--- config.mk ---
export PLATFORM = sky130hd
export DESIGN_NAME = univ_shift_reg
export DESIGN_NICKNAME = d
export VERILOG_FILES = /design/src/rtl/univ_shift_reg.sv
export SDC_FILE = /design/constraint.sdc
export NUM_CORES = 1
export LEC_CHECK = 0
export CORE_MARGIN = 10
export CORE_UTILIZATION = 35
export DETAILED_ROUTE_END_ITERATION = 8
export PLACE_DENSITY = 0.74
export SYNTH_ARGS = -nofsm -noshare
export SYNTH_HDL_FRONTEND = slang
export SYNTH_SLANG_ARGS = --single-unit
--- constraint.sdc ---
create_clock -name clk -period 2.4 [get_ports clk]
set_input_delay 0.36 -clock clk [delete_from_list [all_inputs] [get_ports clk]]
set_output_delay 0.36 -clock clk [all_outputs]
set_load 0.01 [all_outputs]
--- src/rtl/univ_shift_reg.sv ---
// Universal shift register: shift/rotate/arith-shift/load/clear with serial out,
// shift counter and a one-cycle frame pulse every WIDTH shifts.
module univ_shift_reg #(
   parameter int WIDTH = 16,
   parameter int CW    = $clog2(WIDTH)
) (
   input  logic             clk,
   input  logic             rst,
   input  logic             en,
   input  logic [2:0]       mode,
   input  logic             sin,
   input  logic [WIDTH-1:0] load_data,
   output logic [WIDTH-1:0] out,
   output logic             sout,
   output logic [CW-1:0]    cnt,
   output logic             frame_done
);

   typedef enum logic [2:0] {
      M_HOLD  = 3'd0,
      M_SHL   = 3'd1,
      M_SHR   = 3'd2,
      M_ROL   = 3'd3,
      M_ROR   = 3'd4,
      M_ASR   = 3'd5,
      M_LOAD  = 3'd6,
      M_CLEAR = 3'd7
   } mode_e;

   localparam logic [CW-1:0] CNT_LAST = CW'(WIDTH - 1);

   logic [WIDTH-1:0] out_q, out_d;
   logic             sout_q, sout_d;
   logic [CW-1:0]    cnt_q, cnt_d;
   logic             fd_q, fd_d;
   logic             shift_op;

   always_comb begin
      out_d    = out_q;
      sout_d   = sout_q;
      cnt_d    = cnt_q;
      fd_d     = 1'b0;
      shift_op = 1'b0;
      if (en) begin
         case (mode_e'(mode))
            M_SHL: begin
               out_d    = {out_q[WIDTH-2:0], sin};
               sout_d   = out_q[WIDTH-1];
               shift_op = 1'b1;
            end
            M_SHR: begin
               out_d    = {sin, out_q[WIDTH-1:1]};
               sout_d   = out_q[0];
               shift_op = 1'b1;
            end
            M_ROL: begin
               out_d    = {out_q[WIDTH-2:0], out_q[WIDTH-1]};
               sout_d   = out_q[WIDTH-1];
               shift_op = 1'b1;
            end
            M_ROR: begin
               out_d    = {out_q[0], out_q[WIDTH-1:1]};
               sout_d   = out_q[0];
               shift_op = 1'b1;
            end
            M_ASR: begin
               out_d    = {out_q[WIDTH-1], out_q[WIDTH-1:1]};
               sout_d   = out_q[0];
               shift_op = 1'b1;
            end
            M_LOAD: begin
               out_d = load_data;
               cnt_d = '0;
            end
            M_CLEAR: begin
               out_d  = '0;
               sout_d = 1'b0;
               cnt_d  = '0;
            end
            default: ;
         endcase
         // Frame boundary: the WIDTH-th shift wraps the counter and fires the pulse.
         if (shift_op) begin
            if (cnt_q == CNT_LAST) begin
               cnt_d = '0;
               fd_d  = 1'b1;
            end else begin
               cnt_d = cnt_q + CW'(1);
            end
         end
      end
   end

   always_ff @(posedge clk or posedge rst) begin
      if (rst) begin
         out_q  <= '0;
         sout_q <= 1'b0;
         cnt_q  <= '0;
         fd_q   <= 1'b0;
      end else begin
         out_q  <= out_d;
         sout_q <= sout_d;
         cnt_q  <= cnt_d;
         fd_q   <= fd_d;
      end
   end

   assign out        = out_q;
   assign sout       = sout_q;
   assign cnt        = cnt_q;
   assign frame_done = fd_q;

endmodule

## After elaboration in Yosys (flattened, before gate mapping)

Cells that the tools add are included.
Widths: inputs -> output; s select.

| storage, ports and cells | value |
|---|---|
| register bits after elaboration | 22 |
| bits in latches | 0 |
| memory bits (writable) | 0 |
| memory bits (read-only) | 0 |
| word-level logic and storage cells | 37 |
| memories | 0 |

| cells by class | value |
|---|---|
| add/subtract/negate cells | 1 |
| multipliers | 0 |
| divide/modulo/power cells | 0 |
| magnitude comparators | 0 |
| eq/ne operators | 8 |
| shifts and indexed selects | 0 |
| mux-type cells | 10 |
| bitwise logic cells | 1 |
| reduce and logical (&&, ||, !) cells | 12 |

Operators by type and width:

| kind | count |
|---|---|
| $pmux 16 s7 | 1 |
| $eq 3x3->1 const B | 4 |
| $mux 4 | 3 |
| $reduce_bool 7->1 | 1 |
| $eq 3x2->1 const B | 2 |
| $reduce_and 2->1 | 3 |
| $reduce_bool 6->1 | 1 |
| $mux 1 | 5 |
| $reduce_or 5->1 | 1 |
| $add 4x1->4 const B | 1 |
| $eq 4x4->1 const B | 1 |
| $reduce_or 2->1 | 2 |
| $eq 3x1->1 const B | 1 |
| $pmux 1 s3 | 1 |
| $reduce_and 3->1 | 1 |
| $reduce_bool 3->1 | 1 |
| $reduce_or 3->1 | 1 |
| $reduce_bool 2->1 | 1 |
| $not 1->1 | 1 |

## Depth between registers and ports, before layout

Gate-level depths: netlist of the first run.

| depth | value |
|---|---|
| depth in word-level cells | 6 |
| gate-level depth with buffers | 10 |
| gate-level depth less buffers | 6 |

## Worst setup path after synthesis of the first run

Ideal clock, no wire load.

| timing path | value |
|---|---|
| path kind | input to register |
| from | input mode[2] |
| to | register out_q[2], in the netlist out[2] |
| setup time | 82 ps |
| data arrival time | 1666 ps |
| setup slack | 652 ps |
| stages on the path | 10 |
| buffers on the path | 4 |
| cells stage by stage | buf_6 buf_2 inv_1 ha_1 clkbuf_1 inv_1 o31ai_4 buf_2 nand2_1 a31oi_1 |

| on the way | value |
|---|---|
| cells in the longest elaborated chain, start to end | 3 |
| elaborated cells on any way between the ends | 10 |
| those cells by class | eq/ne (7); mux (1); reduce/logical (2) |

Ends and longest elaborated chain:

| what | RTL line | text |
|---|---|---|
| start: declaration | 10 | `input logic [2:0] mode,` |
| $eq 3x3->1 (tied with other cells) | 45 | `case (mode_e'(mode))` |
| $reduce_bool 7->1 (no line) | - |  |
| $reduce_and 2->1 (no line) | - |  |
| end signal: assignment | 101 | `out_q <= out_d;` |
| end: declaration | 32 | `logic [WIDTH-1:0] out_q, out_d;` |

Parallel ways exist; a longest one is shown, timed or not.
A chain may end at the register's enable or synchronous reset.

## Final worst setup path of the first run

| timing path | value |
|---|---|
| from | input mode[0] |
| to | register out_q[0], in the netlist out[0] |

Same word-level chain as after synthesis.

==> out/results.ini, run 1 <==
[outcome]
status = finished, final reports clean

[floorplanning]
initial_utilization_pct = 36.6
die_h_um = 85.1
core_mm2 = 0.00406
die_area_mm2 = 0.00724
io_pins = 45
fp.dieW_um = 85.1
row_count = 23

[clock_tree]
post_cts_buffers = 0
clkSlewWorstSetupHoldPaths_ns = 0.08
post_cts_resized = 0
clock-root-buffer = clkbuf_8
cts_tree = yes
cts-hold-fix-buffers = 0
cts_num_sinks = 22
clockBufferDepth = 2
cts_made_buffers = 3
cts_max_level = 1
clk-insertion-delay-late_ns = 0.26

[routing]
drt_iter0_drc = 69
first_pass_iters = 4
vias = 1449
route.detailed.drc = 0
antenna_left = 0
wire_per_inst_um = 14.8
vias_per_cell = 5.25
wl_um = 4080

[placement]
dp_hpwl_um = 3040
place_congestion = 0.840
port_buffers = 44

[setup_path]
cpPeakStageDelay_ns = 0.74
worst_ep_arrival_time_ns = 2.07
timing.critical_path.buf_inv = 2
critical_path_class = in -> reg
cp_top_family = buffers and inverters
worst_setup_path_start_kind = primary input
cp.required_ns = 2.58
endpoint_kind = register
worst-path-max-fanout = 20
path_cells = clkdlybuf4s50_1 -> nor3b_2 -> o21a_1 -> buf_4 -> o21ai_1 -> o22ai_1
slowest_stage = clkdlybuf4s50_1

[sta]
finalCritPeriodShare_pct = 78.7
period_needed_ns = 1.89
relSlewSlack_pct = 66.4
fin_skew_ns = 0.00317
rsz0062_at_grt = no
tightest_slew_ns = 0.500
setup_viol = 0
max_freq_ghz = 0.530
setup_tns_ns = 0
slew_violations = 0
hold_viol = 0

[synthesis]
syn_inst = 181
syn-cell-area_mm2 = 0.00148
synth_common_cells = 24 x nand2_1, 22 x dfrtp_1, 16 x nor2_1
synth_area_leader_cell = dfrtp_1
async_flop_share_pct = 100
seq_area_frac_synth_pct = 37.1
synth_top_area_share_pct = 37.1
ys_ff_latch = 22
synth_edf_count = 0
syn-num-nets = 208
ys_types = 36
synthTopCellsByArea = dfrtp_1 37%, a21o_1 7.6%, nand2_1 6.1%
yosysWarningCount = 0
syn_avg_cell_area_um2 = 8.20
synth_most_common_cell = nand2_1
synthFlopType = dfrtp_1

[layout]
antennaDiodeCount = 0
area_delta_synth_final_pct = 40.0
drive_above_1_share_pct = 8.41
nets = 254
utilization_pct = 51.2
n_fill_cell = 379

[flow_run]
maxCapViolCount = 0

[min_path]
min_path_type = in -> async

[power]
ir_drop_v = 0.000303
power_mw = 1.52
leakage_nw = 0.859
p_per_area_mw_per_mm2 = 731

[global_routing]
grt_max_degree = 25
grtUsageTotal_pct = 11.3
grt_pass1_vias = 1431
grt_antenna_before_repair = 0
grt_overflow = 0
grt_pass1_wl_um = 7010

## kinds of logic after synthesis
logic type | after synthesis | synth area share, %
compound gates | 67 | 29.7
simple gates | 59 | 18.5
buf+inv | 23 | 7.42
flops | 22 | 37.1
mux | 5 | 3.37
fa+ha+maj | 4 | 3.37
xor+xnor | 1 | 0.590
## worst paths after layout
kind                                       end  cells after the start                from  slack (ns)
min in group clk            cnt[0]$_DFFE_PP0P_                      1  cnt[0]$_DFFE_PP0P_        0.57
hold reg to reg             cnt[0]$_DFFE_PP0P_                      1  cnt[0]$_DFFE_PP0P_        0.57
hold / removal              cnt[0]$_DFFE_PP0P_                      3                 rst        0.43
setup reg to reg           out[15]$_DFFE_PP0P_                      4  out[0]$_DFFE_PP0P_        1.13
setup / recovery            out[0]$_DFFE_PP0P_                      6             mode[0]        0.51
max in group asynchronous  out[15]$_DFFE_PP0P_                      3                 rst        1.74
## routing by layer
layer / up-vias / wire length (um) / global-route usage, %
met4: 0 / 37 / 3.14
met1: 681 / 1940 / 14.8
met3: 2 / 227 / 2.58
li1: 733 / - / -
met5: - / 0 / 0
met2: 33 / 1870 / 17.8
## state kept, by name, summed over array words and instances, names as in the netlist
name	flops
sout	1
frame_done	1
cnt	4
out	16
## cell usage in the layout (no fill, tap or decap), types with 2 or more instances in the layout
cell             instances
mux2i_1                  5
a21o_1                  15
o31ai_1                  3
ha_1                     4
a31oi_1                 14
nor2b_1                  3
buf_4                   10
o21ai_1                  5
nor2_1                  16
clkbuf_8                 3
nor3b_2                  2
inv_1                    8
a21oi_1                  5
nand2_1                 24
dfrtp_1                 22
o21ai_0                 15
clkdlybuf4s50_1         44
nand3_1                  9
## power by group
| part | internal [mW] | leakage [nW] | switching, mW | total, mW |
|---|---|---|---|---|
| Sequential | 0.469 | 0.260 | 0.115 | 0.584 |
| Clock | 0.222 | 0.0357 | 0.122 | 0.344 |
| Combinational | 0.334 | 0.564 | 0.255 | 0.589 |
| Total | 1.02 | 0.859 | 0.492 | 1.52 |
## worst register-to-register path: stages (launching register included)
cell       delay [ns]
dfrtp_1          0.42
mux2i_1          0.09
a2111oi_0        0.47
a21oi_1          0.08
mux2i_1          0.15
## final cells by class
cell class                      count  area (um^2)  share of cell area [%]
Clock buffer                        3         41.3                    1.99
Clock inverter                      1         30.0                    1.45
Inverter                            9         33.8                    1.63
Multi-Input combinational cell    136          823                    39.6
Sequential cell                    22          551                    26.5
Tap cell                           50         62.6                    3.01
Timing Repair Buffer               55          536                    25.8
## metrics by stage
step | hold slack [ns] | area [um^2] | setup WS [ns] | std cells
final | 0.429 | 2080 | 0.512 | 276
after global placement | 0.534 | 2010 | 0.314 | 272
after global routing | 0.470 | 2080 | 0.372 | 276
after floorplan | 0.349 | 1480 | 0.652 | 181
after detailed placement | 0.553 | 2010 | 0.230 | 272
after CTS | 0.437 | 2080 | 0.499 | 276
Note: power is estimated with default switching activity, not from simulation.
==> run 2: changes to the inputs <==
--- a/config.mk
+++ b/config.mk
@@ -8,7 +8,7 @@
 export CORE_MARGIN = 10
 export CORE_UTILIZATION = 35
 export DETAILED_ROUTE_END_ITERATION = 8
-export PLACE_DENSITY = 0.74
+export PLACE_DENSITY = 0.76
 export SYNTH_ARGS = -nofsm -noshare
 export SYNTH_HDL_FRONTEND = slang
 export SYNTH_SLANG_ARGS = --single-unit
==> constraint.sdc (replaced) <==
create_clock -name clk -period 1.7 [get_ports clk]
set_input_delay 0.255 -clock clk [delete_from_list [all_inputs] [get_ports clk]]
set_output_delay 0.255 -clock clk [all_outputs]
set_load 0.01 [all_outputs]
==> run 2 against run 1 <==
  * Power up 38%
  * Largest cell class unchanged
  * Sequential cell count unchanged
  * Clock skew up 0.0046 ns
  * Die area unchanged
  * Routed wire length up 11%
  * Via count up 3.6%
  * Sequential share of layout area down 1.2 points
  * Core utilization up 2.5 points
==> out/results.ini, run 2 (same netlist as run 1, synthesis figures left out) <==
[outcome]
status = finished, final reports clean  ; unchanged

[layout]
mostFrequentLayoutCells = 42 x clkdlybuf4s50_1, 24 x nand2_1, 22 x dfrtp_1  ; was 44 x clkdlybuf4s50_1, 24 x nand2_1, 22 x dfrtp_1
area_delta_synth_final_pct = 46.8  ; was 40.0%
final_common_cell = clkdlybuf4s50_1  ; unchanged
antennaDiodeCount = 0  ; unchanged
n_fill_cell = 374  ; was 379
regArea_um2 = 551  ; unchanged
largest_register_ff_count = 16  ; unchanged
nets = 265  ; was 254
multi_input_area_um2 = 846  ; was 823 um^2
instances_no_fill = 287  ; was 276
drive_above_1_share_pct = 13.9  ; was 8.41%

[floorplanning]
die_area_mm2 = 0.00724  ; unchanged
die_h_um = 85.1  ; unchanged
io_pins = 45  ; unchanged
core_mm2 = 0.00406  ; unchanged
initial_utilization_pct = 36.6  ; unchanged
fp.dieW_um = 85.1  ; unchanged
row_count = 23  ; unchanged

[global_routing]
grtUsageTotal_pct = 11.9  ; was 11.3%
grt_overflow = 0  ; unchanged
grt_pass1_vias = 1456  ; was 1,431
grt_max_degree = 30  ; was 25
grt_antenna_before_repair = 0  ; unchanged
grt_pass1_wl_um = 7240  ; was 7010 um

[routing]
first_pass_iters = 4  ; unchanged
route.detailed.drc = 0  ; unchanged
vias = 1501  ; was 1,449
wl_um = 4530  ; was 4080 um
drt_iter0_drc = 64  ; was 69
vias_per_cell = 5.23  ; was 5.25
antenna_left = 0  ; unchanged
wire_per_inst_um = 15.8  ; was 14.8 um

[clock_tree]
cts_tree = yes  ; unchanged
cts_num_sinks = 22  ; unchanged
cts_max_level = 1  ; unchanged
clock-root-buffer = clkbuf_8  ; unchanged
post_cts_buffers = 0  ; unchanged
clockBufferDepth = 2  ; unchanged
clk-insertion-delay-late_ns = 0.27  ; was 0.26 ns
cts_made_buffers = 3  ; unchanged
clkSlewWorstSetupHoldPaths_ns = 0.09  ; was 0.08 ns

[sta]
rsz0062_at_grt = no  ; unchanged
tightest_slew_ns = 0.383  ; was 0.500 ns
slew_violations = 0  ; unchanged
max_freq_ghz = 0.636
relSlewSlack_pct = 73.8  ; was 66.4%
hold_viol = 0  ; unchanged
finalWorstSetupSlack_ns = 0.127  ; was 0.512 ns
finalCritPeriodShare_pct = 92.5
holdWs_ns = 0.334  ; was 0.429 ns
period_needed_ns = 1.57
fin_skew_ns = 0.00778  ; was 0.00317 ns
setup_viol = 0  ; unchanged

[power]
p_per_area_mw_per_mm2 = 959  ; was 731 mW/mm^2
ir_drop_v = 0.000357  ; was 0.000303 V
leakage_nw = 0.928  ; was 0.859 nW

[setup_path]
worst_setup_path_start_kind = primary input  ; unchanged
reg2regPathDepth = 4  ; unchanged
critical_path_class = in -> reg  ; unchanged
r2r_end = out[15]$_DFFE_PP0P_  ; unchanged
cpPeakStageDelay_ns = 0.48  ; was 0.74 ns
cp_top_family = buffers and inverters  ; unchanged
reg2reg_slack_ns = 0.42  ; was 1.13 ns
endpoint_kind = register  ; unchanged
critPathLaunch = mode[2]  ; was mode[0]
cp.required_ns = 1.84  ; was 2.58 ns
r2r_start = out[0]$_DFFE_PP0P_  ; unchanged
timing.critical_path.buf_inv = 3  ; was 2
worst-path-max-fanout = 29  ; was 20
worst_ep_arrival_time_ns = 1.71  ; was 2.07 ns
path_cells = clkdlybuf4s50_1 -> inv_1 -> ha_4 -> a21o_1 -> o21a_1 -> buf_12 -> nor2_1 -> a31oi_1  ; was clkdlybuf4s50_1 -> nor3b_2 -> o21a_1 -> buf_4 -> o21ai_1 -> o22ai_1
slowest_stage = clkdlybuf4s50_1  ; unchanged

[min_path]
min_path_type = in -> async  ; unchanged

[placement]
dp_hpwl_um = 3200  ; was 3040 um
place_congestion = 0.814  ; was 0.840
dp.cells = 283  ; was 272
port_buffers = 44  ; unchanged
preCtsSetupSlack_ns = -0.229  ; was 0.230 ns

[flow_run]
maxCapViolCount = 0  ; unchanged

[run 2: report_power, final]
part,switching [mW],internal (mW)
clock,0.178,0.207
combinational,0.382,0.498
sequential,0.164,0.662
total,0.723,1.37
[run 2: per-stage QoR]
step	instance area [um^2]	util, %	power, mW	setup TNS, ns
after floorplan	1480	-	1.21	0
after global placement	2090	51.5	1.68	-2.96
after detailed placement	2090	51.5	1.71	-3.96
after CTS	2140	52.8	2.09	0
after global routing	2180	53.7	2.23	0
final	2180	53.7	2.09	0
[run 2: per-layer routing]
layer | up-vias | track usage [%] | part of all wire (%)
li1 | 756 | - | -
met1 | 716 | 14.2 | 46
met2 | 27 | 20.1 | 49
met3 | 2 | 2.96 | 4.8
met4 | 0 | 4.49 | 0.82
met5 | - | 0 | 0
[run 2: how the worst max path moves through the flow]
stage | end | slack, ns | cells past startpoint
floorplan | out[2]$_DFFE_PP0P_ | 0.06 | 10
global placement | out[10]$_DFFE_PP0P_ | -0.19 | 6
detailed placement | out[8]$_DFFE_PP0P_ | -0.23 | 7
CTS | out[10]$_DFFE_PP0P_ | 0.02 | 8
global route | out[10]$_DFFE_PP0P_ | 0.04 | 7
finish | out[14]$_DFFE_PP0P_ | 0.13 | 8
[run 2: cell type report]
class | instances | area share (%)
Multi-Input combinational cell | 136 | 38.8
Timing Repair Buffer | 66 | 28.9
Sequential cell | 22 | 25.3
Tap cell | 50 | 2.87
Clock buffer | 4 | 2.53
Inverter | 9 | 1.55
[run 2: what timing repair did]
action | CTS | global route
hold buffers | 0 | 0
endpoints found under the setup margin | 0 | 15
resized for setup | 0 | 8
[run 2: worst reg2reg max path, stage by stage, from the launching register on]
cell and delay [ns]:
dfrtp_1 0.45, mux2i_1 0.10, a2111oi_0 0.42, a21oi_1 0.08, mux2i_1 0.15
==> run 3: changes to the inputs <==
--- a/config.mk
+++ b/config.mk
@@ -7,6 +7,7 @@
 export LEC_CHECK = 0
 export CORE_MARGIN = 10
 export CORE_UTILIZATION = 35
+export CTS_CLUSTER_SIZE = 28
 export DETAILED_ROUTE_END_ITERATION = 8
 export PLACE_DENSITY = 0.76
 export SYNTH_ARGS = -nofsm -noshare
==> results of run 3 <==
Final layout, timing and power as in run 2 (identical DEF).
